[src/rtl/fifo_sync.sv]
// Single-clock FIFO with count-based flags and overflow/underflow pulses.
// Define FIFO_FWFT_EN for first-word-fall-through reads.
module fifo_sync #(
    parameter int DATA_WIDTH    = 8,
    parameter int ADDR_WIDTH    = 4,
    parameter int AFULL_THRESH  = 12,
    parameter int AEMPTY_THRESH = 2
) (
    input  logic                  clk,
    input  logic                  rst_n,
    input  logic                  wr_en,
    input  logic [DATA_WIDTH-1:0] wr_data,
    input  logic                  rd_en,
    output logic [DATA_WIDTH-1:0] rd_data,
    output logic                  rd_valid,
    output logic                  full,
    output logic                  empty,
    output logic                  almost_full,
    output logic                  almost_empty,
    output logic [ADDR_WIDTH:0]   count,
    output logic                  overflow,
    output logic                  underflow
);

    localparam int DEPTH = 2 ** ADDR_WIDTH;
    localparam logic [ADDR_WIDTH:0] DEPTH_V  = DEPTH[ADDR_WIDTH:0];
    localparam logic [ADDR_WIDTH:0] AFULL_V  = AFULL_THRESH[ADDR_WIDTH:0];
    localparam logic [ADDR_WIDTH:0] AEMPTY_V = AEMPTY_THRESH[ADDR_WIDTH:0];

    logic [DATA_WIDTH-1:0] mem [DEPTH];
    logic [ADDR_WIDTH:0]   wr_ptr;
    logic [ADDR_WIDTH:0]   rd_ptr;
    logic [ADDR_WIDTH:0]   cnt;
    logic                  wr_acc;
    logic                  rd_acc;
    logic [DATA_WIDTH-1:0] head;

    // Flags decode only from the registered count.
    assign full         = (cnt == DEPTH_V);
    assign empty        = (cnt == '0);
    assign almost_full  = (cnt >= AFULL_V);
    assign almost_empty = (cnt <= AEMPTY_V);
    assign count        = cnt;

    assign wr_acc = wr_en && !full;
    assign rd_acc = rd_en && !empty;
    assign head   = mem[rd_ptr[ADDR_WIDTH-1:0]];

    always_ff @(posedge clk) begin
        if (wr_acc) begin
            mem[wr_ptr[ADDR_WIDTH-1:0]] <= wr_data;
        end
    end

    always_ff @(posedge clk or negedge rst_n) begin
        if (!rst_n) begin
            wr_ptr    <= '0;
            rd_ptr    <= '0;
            cnt       <= '0;
            overflow  <= 1'b0;
            underflow <= 1'b0;
        end else begin
            overflow  <= wr_en && full;
            underflow <= rd_en && empty;
            if (wr_acc) begin
                wr_ptr <= wr_ptr + 1'b1;
            end
            if (rd_acc) begin
                rd_ptr <= rd_ptr + 1'b1;
            end
            if (wr_acc && !rd_acc) begin
                cnt <= cnt + 1'b1;
            end else if (rd_acc && !wr_acc) begin
                cnt <= cnt - 1'b1;
            end
        end
    end

`ifdef FIFO_FWFT_EN
    // Head word is presented directly; gated to zero while empty.
    assign rd_data  = empty ? '0 : head;
    assign rd_valid = !empty;
`else
    logic [DATA_WIDTH-1:0] rd_data_q;
    logic                  rd_valid_q;

    always_ff @(posedge clk or negedge rst_n) begin
        if (!rst_n) begin
            rd_data_q  <= '0;
            rd_valid_q <= 1'b0;
        end else begin
            rd_valid_q <= rd_acc;
            if (rd_acc) begin
                rd_data_q <= head;
            end
        end
    end

    assign rd_data  = rd_data_q;
    assign rd_valid = rd_valid_q;
`endif

endmodule

[config.mk]
export PLATFORM = sky130hd
export DESIGN_NAME = fifo_sync
export DESIGN_NICKNAME = d
export VERILOG_FILES = /design/src/rtl/fifo_sync.sv
export SDC_FILE = /design/constraint.sdc
export NUM_CORES = 1
export LEC_CHECK = 0
export CAP_MARGIN = 10
export CORE_AREA = 10 10 107 109
export CTS_CLUSTER_DIAMETER = 80
export DETAILED_ROUTE_END_ITERATION = 10
export DIE_AREA = 0 0 117 119
export DONT_BUFFER_PORTS = 1
export GPL_TIMING_DRIVEN = 0
export PLACE_DENSITY = 0.82
export SYNTH_ARGS = -nofsm -noshare
export SYNTH_HDL_FRONTEND = slang
export SYNTH_SLANG_ARGS = --single-unit
[constraint.sdc]
create_clock -name clk -period 5.5 [get_ports clk]
set_input_delay 1.375 -clock clk [delete_from_list [all_inputs] [get_ports clk]]
set_output_delay 1.375 -clock clk [all_outputs]
set_load 0.05 [all_outputs]
---- Word-level counts from Yosys, hierarchy flattened ----
Memory sizes are Yosys's and may differ from the RTL's. A register that Yosys moved wholly into a read port is not among the register bits.
Cells that the tools add are included.
cells by class
  add/sub/neg operators ................... 4
  multiply operators ...................... 0
  divide/modulo/power cells ............... 0
  magnitude comparators ................... 2
  eq/ne operators ......................... 1
  shift operators ......................... 0
  multiplexer cells ....................... 4
  bitwise gates (word level) .............. 0
  reduce and logical (&&, ||, !) cells .... 13
operators with widths
  cell                                                                              number
  5-bit by 1-bit adder with 5-bit output, second input constant                     3
  5-bit 2-to-1 mux                                                                  2
  1-bit logical AND                                                                 6
  5-bit == test, second input constant                                              1
  5-bit by 4-bit >= comparator with 1-bit output, second input constant             1
  5-bit by 2-bit less-or-equal comparator with 1-bit output, second input constant  1
  1-bit zero test                                                                   5
  5-bit zero test                                                                   1
  5-bit by 1-bit subtractor with 5-bit output, second input constant                1
  1-bit 2-to-1 mux                                                                  2
  2-bit nonzero test                                                                1
storage, ports and cells
  register bits ........................... 18
  latch bits .............................. 0
  RAM bits ................................ 128
  ROM bits ................................ 0
  input bits .............................. 12
  output and inout port bits .............. 20
  word-level logic and storage cells ...... 31
  memories ................................ 1
memory list
  name  words  bits a word  rd ports  clocked after Yosys merged registers in  wr ports  line  source
  mem   16     8            1         1                                        1         30    logic [DATA_WIDTH-1:0] mem [DEPTH];

---- Longest topological paths before layout ----
Gate-level depths: netlist of run 1.
  depth after elaboration ................. 7
  depth in mapped cells ................... 11
  depth with buffers taken out ............ 10

---- Worst setup path after synthesis of run 1 ----
No wires, ideal clock.
  path type ............................... register to register
  from .................................... reg cnt[3] (netlist: count[3])
  to ...................................... reg cnt[4] (netlist: count[4])
  library setup time ...................... 0.144 ns
  data arrival time ....................... 3.073 ns
  data required time ...................... 5.356 ns
  slack ................................... 2.283 ns
  stages on the path, launching flop included .. 12
  path buffers ............................ 1
  period minus slack after synthesis ...... 3.217 ns
  path through ............................ dfrtp_1 or3_4 nor3_4 or2b_4 buf_6 ha_1 inv_1 ha_1 a21o_1 a21oi_1 mux2i_1 xnor2_1
on the way
  cells in the longest elaborated chain, start to end .. 6
  elaborated cells on any way between the ends .. 15
  those cells by class .................... add/sub (2); eq/ne (1); mux (2); reduce/logical (10)
ends and longest elaborated chain
  element                                                        line  source
  start: declaration                                             33    logic [ADDR_WIDTH:0] cnt;
  start signal: assignment                                       72    cnt <= cnt + 1'b1;
  start signal: assignment                                       74    cnt <= cnt - 1'b1;
  5-bit zero test (*)                                            40    assign empty = (cnt == '0);
  via empty                                                      17    output logic empty,
  1-bit zero test (*)                                            46    assign rd_acc = rd_en && !empty;
  1-bit logical AND (*)                                          46
  1-bit zero test                                                71    if (wr_acc && !rd_acc) begin
  1-bit logical AND                                              71
  5-bit 2-to-1 mux / 2-bit nonzero test (equally long branches)  --
Mark *: on every way through the listed nets, which the timed path passes. The rest lies on a longest branch. The select of a mux whose other input is x is not followed.
A chain may end at the register's enable or synchronous reset.

---- Worst setup path in the final report of run 1 ----
  from .................................... reg cnt[3] (netlist: count[3])
  to ...................................... out almost_empty
on the way
  cells in the longest elaborated chain, start to end .. 1
ends and longest elaborated chain
  element                                                    line  source
  5-bit by 2-bit less-or-equal comparator with 1-bit output  42    assign almost_empty = (cnt <= AEMPTY_V);
  end: declaration                                           19    output logic almost_empty,
No other way between the ends.

==> summary.txt, run 1 <==
Run status
  • Status: finished, final reports clean

Power
  • PwrDens: ~560 nW/µm²
  • Leak Pwr: roughly 2.4 nW
  • Maximum vdd drop: ~0.3 mV
  • Sw power: about 1.3 mW
  • Switching Fraction: 34.8%
  • Gate power share: between 20% and 30%
  • Sequential power share: 44.8%
  • Pint: approximately 2.5 mW
  • Clock power share: a little over a quarter

Finish
  • Area of the multi-input gates: roughly 1600 µm²
  • Fill cells: approximately 520
  • Commonest non-fill, non-tap cell in the layout: edfxtp_1
  • Final Util: 72.4%
  • Most frequent cells in the layout: 128 x edfxtp_1, 29 x mux4_2, 24 x dfrtp_1, 21 x nand2_1, 17 x clkbuf_16
  • Final-stage net count: ~360
  • Share of cells above drive strength 1: 23.7%
  • N_diodes: 0
  • Cell area after layout: 6850 µm²
  • Fin cells: about 470
  • FF+latch area: between 4000 and 5000 µm²
  • Area grow syn2layout: 11.4%

Synthesis
  • Post-synth top flop: edfxtp_1
  • Synth unique cells: 38
  • Yosys warns: 0
  • Top cell type's share of synthesized area: between 60% and 70%
  • Flops & latches, synth: about 150
  • Cell Area, Synth: slightly above 6000 µm²
  • Mapped Cells: 319
  • Asr flop ratio synth: about 16%
  • Sequential area share after synthesis: 72.2%
  • Synth Net Count: 342
  • Post-synth EDFFs: between 100 and 150
  • Main area contributors after synthesis: edfxtp_1 62%, mux4_2 11%, dfrtp_1 9.8%
  • Avg Cell Area, Syn: 19.3 µm²
  • Leading area contributor after synthesis: edfxtp_1

Critical path
  • CP max FO: 6
  • Critical path class: reg -> out
  • CP Launch Type: flop
  • Worst endpoint required time: roughly 4 ns
  • Critical Path Sink Type: primary output
  • Worst Reg-to-Reg Cells: 11
  • Reg-to-Reg Start: count[3]
  • Critical Path AT: between 2 and 2.5 ns
  • Worst reg2reg endpoint: count[4]
  • R2r setup slk: ~2.0 ns

Routing
  • Final ANT Viol Nets: 0
  • WL per Instance: ~25 µm
  • Final wirelength: ~12000 µm
  • Via count: 3001
  • Drt first pass iters: 5
  • 1st-iter DRT viols: about 220
  • Remaining DRCs: 0
  • Vias per inst: 6.41

STA
  • Max-slew violations: 0
  • Final Skew: just under 0.01 ns
  • Slew HR: between 30% and 40%
  • Tmin final: roughly 3.8 ns
  • Setup-failing EPs final: 0
  • Tcrit/Tclk final: between 60% and 70%
  • RSZ-0062 raised after global routing: false
  • Final Hold Viols: 0
  • Setup TNS: 0 ns
  • Worst slew pin tran: ~1.0 ns
  • Fmax: roughly 260 MHz

Clock tree
  • Clk sinks: 152
  • Post-CTS Setup Bufs: 0
  • Number of buffers created by CTS: 17
  • Hold Buf Count CTS: 0
  • Cts repair resizes: 0
  • Clock Pin Slew Worst Setup and Hold Paths: approximately 0.06 ns
  • CTS tree: built
  • Root buffer cell: clkbuf_8
  • Number of H-tree levels: 4
  • Clk_lat worst skew: 0.53 ns
  • Clk buf depth: 2

Place
  • IO Port Bufs: 0
  • HPWL Detailed: ~7600 µm
  • Placed inst area: 6300 µm²
  • Gp weighted congestion: about 0.76
  • Placed cell count: 434

Global routing
  • GRT Total Usage: 18.2%
  • First-pass GRT wire length: roughly 18000 µm
  • GRT Max-Usage Layer: met2
  • Met2 Use GR: about 28%
  • Antenna violations before repair: 0
  • GR Util met3: 7.28%
  • Number of global-route vias before repair: between 3k and 4k
  • Overflow after GRT: 0
  • GR Layer Usage met1: a little over a fifth
  • Largest net degree at the start of global routing: 25

Die
  • Die area: 13900 µm²
  • Initial Utilization: ~65%
  • Placeable Area: 9460 µm²
  • # rows: 36
  • Die Span Y: 119 µm
  • Top-Level Pins: 32
  • Die width: around 120 µm

Worst hold path
  • Hold Path Class: in -> async

Job
  • Number of max-capacitance violations reported: 0
power groups by stage:
stage | Clock, mW | Combinational, mW | Sequential, mW
2_1_floorplan | 0 | 0.851 | 1.70
3_3_place_gp | 0 | 1.03 | 1.73
3_5_place_dp | 0 | 1.07 | 1.74
4_1_cts | 1.04 | 1.09 | 1.72
5_1_grt | 1.10 | 1.17 | 1.74
6_report | 1.03 | 1.09 | 1.72
cell families after synthesis:
group                      after synthesis  synth area share, %
DFF                                    152                 72.2
and+or+nand+nor                         56                 4.66
muxes                                   48                 14.5
buffers and inverters                   24                 2.32
AOI/OAI and AO/OA                       18                 2.50
adders and majority gates               11                 2.36
xor gates and xnor gates                10                 1.42
worst max-delay path, stage by stage, from the launching register on:
cell and delay, ns:
dfrtp_1 0.61, or3_4 0.51, a21oi_1 0.81
synth_stat cells (2+ instances only):
cell / number
a21o_1: 2
a21oi_1: 3
and2_1: 2
buf_2: 7
buf_6: 5
clkbuf_1: 2
dfrtp_1: 24
edfxtp_1: 128
ha_1: 10
inv_1: 7
mux2i_1: 16
mux4_1: 3
mux4_2: 29
nand2_1: 21
nand2b_1: 2
nand4_1: 2
nor2_1: 15
nor3_1: 4
o21ai_0: 4
o221ai_1: 7
xnor2_1: 9
registers in the layout, summed over array words and instances, names as in the netlist:
register / flops
underflow: 1
rd_valid: 1
rd_ptr: 4
wr_ptr: 4
rd_data: 8
count: 5
overflow: 1
mem: 128
through the flow:
step                      hold WS (ns)  setup slack (ns)  total power [mW]
final                            0.530              1.67              3.84
after CTS                        0.512              1.63              3.86
after detailed placement         0.609              2.01              2.81
after global routing             0.500              1.58              4.00
after global placement           0.573              2.08              2.77
after floorplan                  0.562              2.28              2.55
how the worst max path moves through the flow:
stage / startpoint / endpoint / slack, ns
after floorplan: count[3] / count[4] / 2.28
after global routing: count[2] / almost_empty / 1.58
after CTS: count[2] / almost_empty / 1.63
after global placement: count[2] / count[4] / 2.08
final: count[3] / almost_empty / 1.67
after detailed placement: count[3] / count[4] / 2.01
per-layer routing:
metal	routed length, µm	vias to the layer above
met1	4350	1504
met2	5950	168
met3	1210	26
met4	318	0
li1	-	1303
met5	0	-
cell type report:
| type | count | area share, % |
|---|---|---|
| Sequential cell | 152 | 64.9 |
| Multi-Input combinational cell | 143 | 22.9 |
| Clock buffer | 22 | 6.77 |
| Tap cell | 114 | 2.08 |
| Buffer | 16 | 1.61 |
| Clock inverter | 10 | 1.04 |
| Inverter | 8 | 0.475 |
| Timing Repair Buffer | 3 | 0.256 |
(Power assumes the default switching activity.)
==> run 2, diff against run 1 <==
- CORE_AREA: 10 10 107 109 -> 10 10 115 117
- DIE_AREA: 0 0 117 119 -> 0 0 125 127
- PLACE_DENSITY: 0.82 -> 0.75
- clock period: 5.5 -> 3.5 ns (I/O delays scaled with it)
==> summary.txt, run 2 (synthesized netlist as in run 1, its figures left out) <==
Power
  • Pint: 4.18 mW (+67%)
  • Gate power share: 27.2% (-1.1 points)
  • Sequential power share: 43.4% (-1.4 points)
  • Leak Pwr: 2.44 nW (+1.9%)
  • Maximum vdd drop: 0.495 mV (+68%)
  • Switching Fraction: 33.0% (-1.8 points)
  • Sw power: 2.06 mW (+54%)
  • PwrDens: 895 nW/µm² (+60%)
  • Clock power share: 29.5% (+2.6 points)

Place
  • Placed inst area: 6350 µm² (+0.85%)
  • IO Port Bufs: 0 (unchanged)
  • Gp weighted congestion: 0.797 (+4.8%)
  • HPWL Detailed: 7570 µm (about the same)

STA
  • Max-slew violations: 0 (unchanged)
  • Tmin final: roughly 3.3 ns
  • Final Hold Viols: 0 (unchanged)
  • Setup TNS: 0 ns (unchanged)
  • RSZ-0062 raised after global routing: false
  • Fmax: 301 MHz
  • Setup-failing EPs final: 0 (unchanged)
  • Tcrit/Tclk final: ~95%
  • Final Skew: 0.00826 ns (-0.00157 ns)
  • Worst slew pin tran: 1.04 ns (+0.00449 ns)
  • Slew HR: 30.6% (-0.30 points)

Routing
  • Via count: 2937 (-2.1%)
  • Drt first pass iters: 4 (-1)
  • Final wirelength: 11700 µm (-0.67%)
  • Final ANT Viol Nets: 0 (unchanged)
  • Vias per inst: 5.90 (-8.0%)
  • WL per Instance: 23.6 µm (-6.7%)
  • 1st-iter DRT viols: 229 (+6.0%)
  • Remaining DRCs: 0 (unchanged)

Worst hold path
  • Hold Path Class: in -> async

Finish
  • Most frequent cells in the layout: 128 x edfxtp_1, 29 x mux4_2, 21 x nand2_1, 21 x dfrtp_1, 17 x clkbuf_16
  • Commonest non-fill, non-tap cell in the layout: edfxtp_1
  • N_diodes: 0 (unchanged)
  • Area grow syn2layout: 13.3%
  • Number of flip-flops in the largest register: 128 (unchanged)
  • Share of cells above drive strength 1: 25.1% (+1.3 points)
  • Final-stage net count: 365 (+0.27%)
  • Cell area after layout: 6970 µm² (+1.7%)
  • Final Util: 62.7% (-9.8 points)

Global routing
  • GRT Total Usage: 15.5% (-2.7 points)
  • Number of global-route vias before repair: 3094 (-2.6%)
  • Antenna violations before repair: 0 (unchanged)
  • Overflow after GRT: 0 (unchanged)
  • First-pass GRT wire length: 18200 µm (about the same)
  • Largest net degree at the start of global routing: 25 (unchanged)

Critical path
  • Critical Path AT: 3.66 ns (+1.20 ns)
  • CP max FO: 10 (+4)
  • Worst endpoint required time: 3.84 ns (-0.28 ns)
  • Critical Path Sink Type: flop
  • CP Launch Type: flop
  • Critical path class: reg -> reg

Clock tree
  • Number of H-tree levels: 4 (unchanged)
  • Root buffer cell: clkbuf_16
  • Clock Pin Slew Worst Setup and Hold Paths: 0.06 ns (about the same)
  • Clk sinks: 152 (unchanged)
  • Number of buffers created by CTS: 17 (unchanged)
  • Clk buf depth: 2 (unchanged)
  • CTS tree: built
  • Clk_lat worst skew: 0.42 ns (-0.11 ns)

Die
  • Top-Level Pins: 32 (unchanged)
  • Die Span Y: 127 µm (+6.7%)
  • Initial Utilization: 55.3% (-9.7 points)
  • Die area: 15900 µm² (+14%)
  • # rows: 39 (+8.3%)
  • Die width: 125 µm (+6.8%)
  • Placeable Area: 11100 µm² (+18%)

Run status
  • Status: finished, final reports clean

Job
  • Number of max-capacitance violations reported: 0 (unchanged)
run 2: changes by cell type in the layout (fill, tap and decap cells not counted), sizes merged:
cell      before  now
bufinv         0    3
clkinvlp       4    1
buf           16   18
clkbuf        25   24
run 2: path summary, 6_finish.rpt:
path / slack [ns] / cells past startpoint / endpoint / start
setup reg to reg: 0.17 / 11 / count[4] / count[3]
max in group asynchronous: 3.27 / 0 / count[3] / rst_n
hold / removal: 0.15 / 0 / count[2] / rst_n
hold reg to reg: 0.60 / 3 / rd_ptr[1] / rd_ptr[0]
setup / recovery: 0.17 / 11 / count[4] / count[3]
min in group clk: 0.55 / 0 / mem[15][3] / wr_data[3]
run 2: power groups by stage:
stage                     logic (mW)  clock network (mW)  registers [mW]
after detailed placement        1.70                   0            2.74
after floorplan                 1.34                   0            2.67
after global routing            1.85                1.94            2.74
after global placement          1.64                   0            2.73
after CTS                       1.71                1.86            2.71
final                           1.69                1.84            2.71
run 2: repair_timing:
item | 4_1_cts | 5_1_grt
endpoints found under the setup margin | 1 | 1
pin swaps | 1 | 1
setup buffers | 0 | 1
gates resized for setup | 2 | 3
hold buffers | 0 | 0
cloned | 0 | 0
run 2: layout make-up:
cell class	count	area, µm²
Buffer	16	110
Clock buffer	22	474
Clock inverter	10	126
Fill cell	764	4160
Inverter	8	32.5
Multi-Input combinational cell	143	1570
Sequential cell	152	4450
Tap cell	143	179
Timing Repair Buffer	4	25.0
run 2: stage by stage:
step | hold slack (ns) | setup WS (ns) | power [mW] | std cells
CTS | 0.135 | 0.00222 | 6.28 | 497
global route | 0.126 | 0.0199 | 6.53 | 498
finish | 0.147 | 0.175 | 6.24 | 498
detailed placement | 0.580 | 0.0118 | 4.44 | 465
global placement | 0.576 | 0.0642 | 4.37 | 462
floorplan | 0.562 | 0.283 | 4.01 | 319
run 2: per-layer routing:
| metal | wire (µm) | track usage (%) | part of all wire [%] |
|---|---|---|---|
| met4 | 160 | 5.69 | 1.4 |
| met2 | 6020 | 25.1 | 51 |
| met5 | 0 | 0 | 0 |
| met3 | 1030 | 6.08 | 8.8 |
| met1 | 4540 | 18.4 | 39 |
run 2: worst max-delay path, stage by stage (launching register included):
cell and delay, ns:
dfrtp_4 0.58, or3_4 0.44, nor3_4 0.47, or2b_4 0.26, buf_6 0.15, ha_2 0.21
inv_1 0.10, ha_1 0.31, a21o_1 0.17, a21oi_1 0.18, mux2i_1 0.24, xnor2_1 0.13
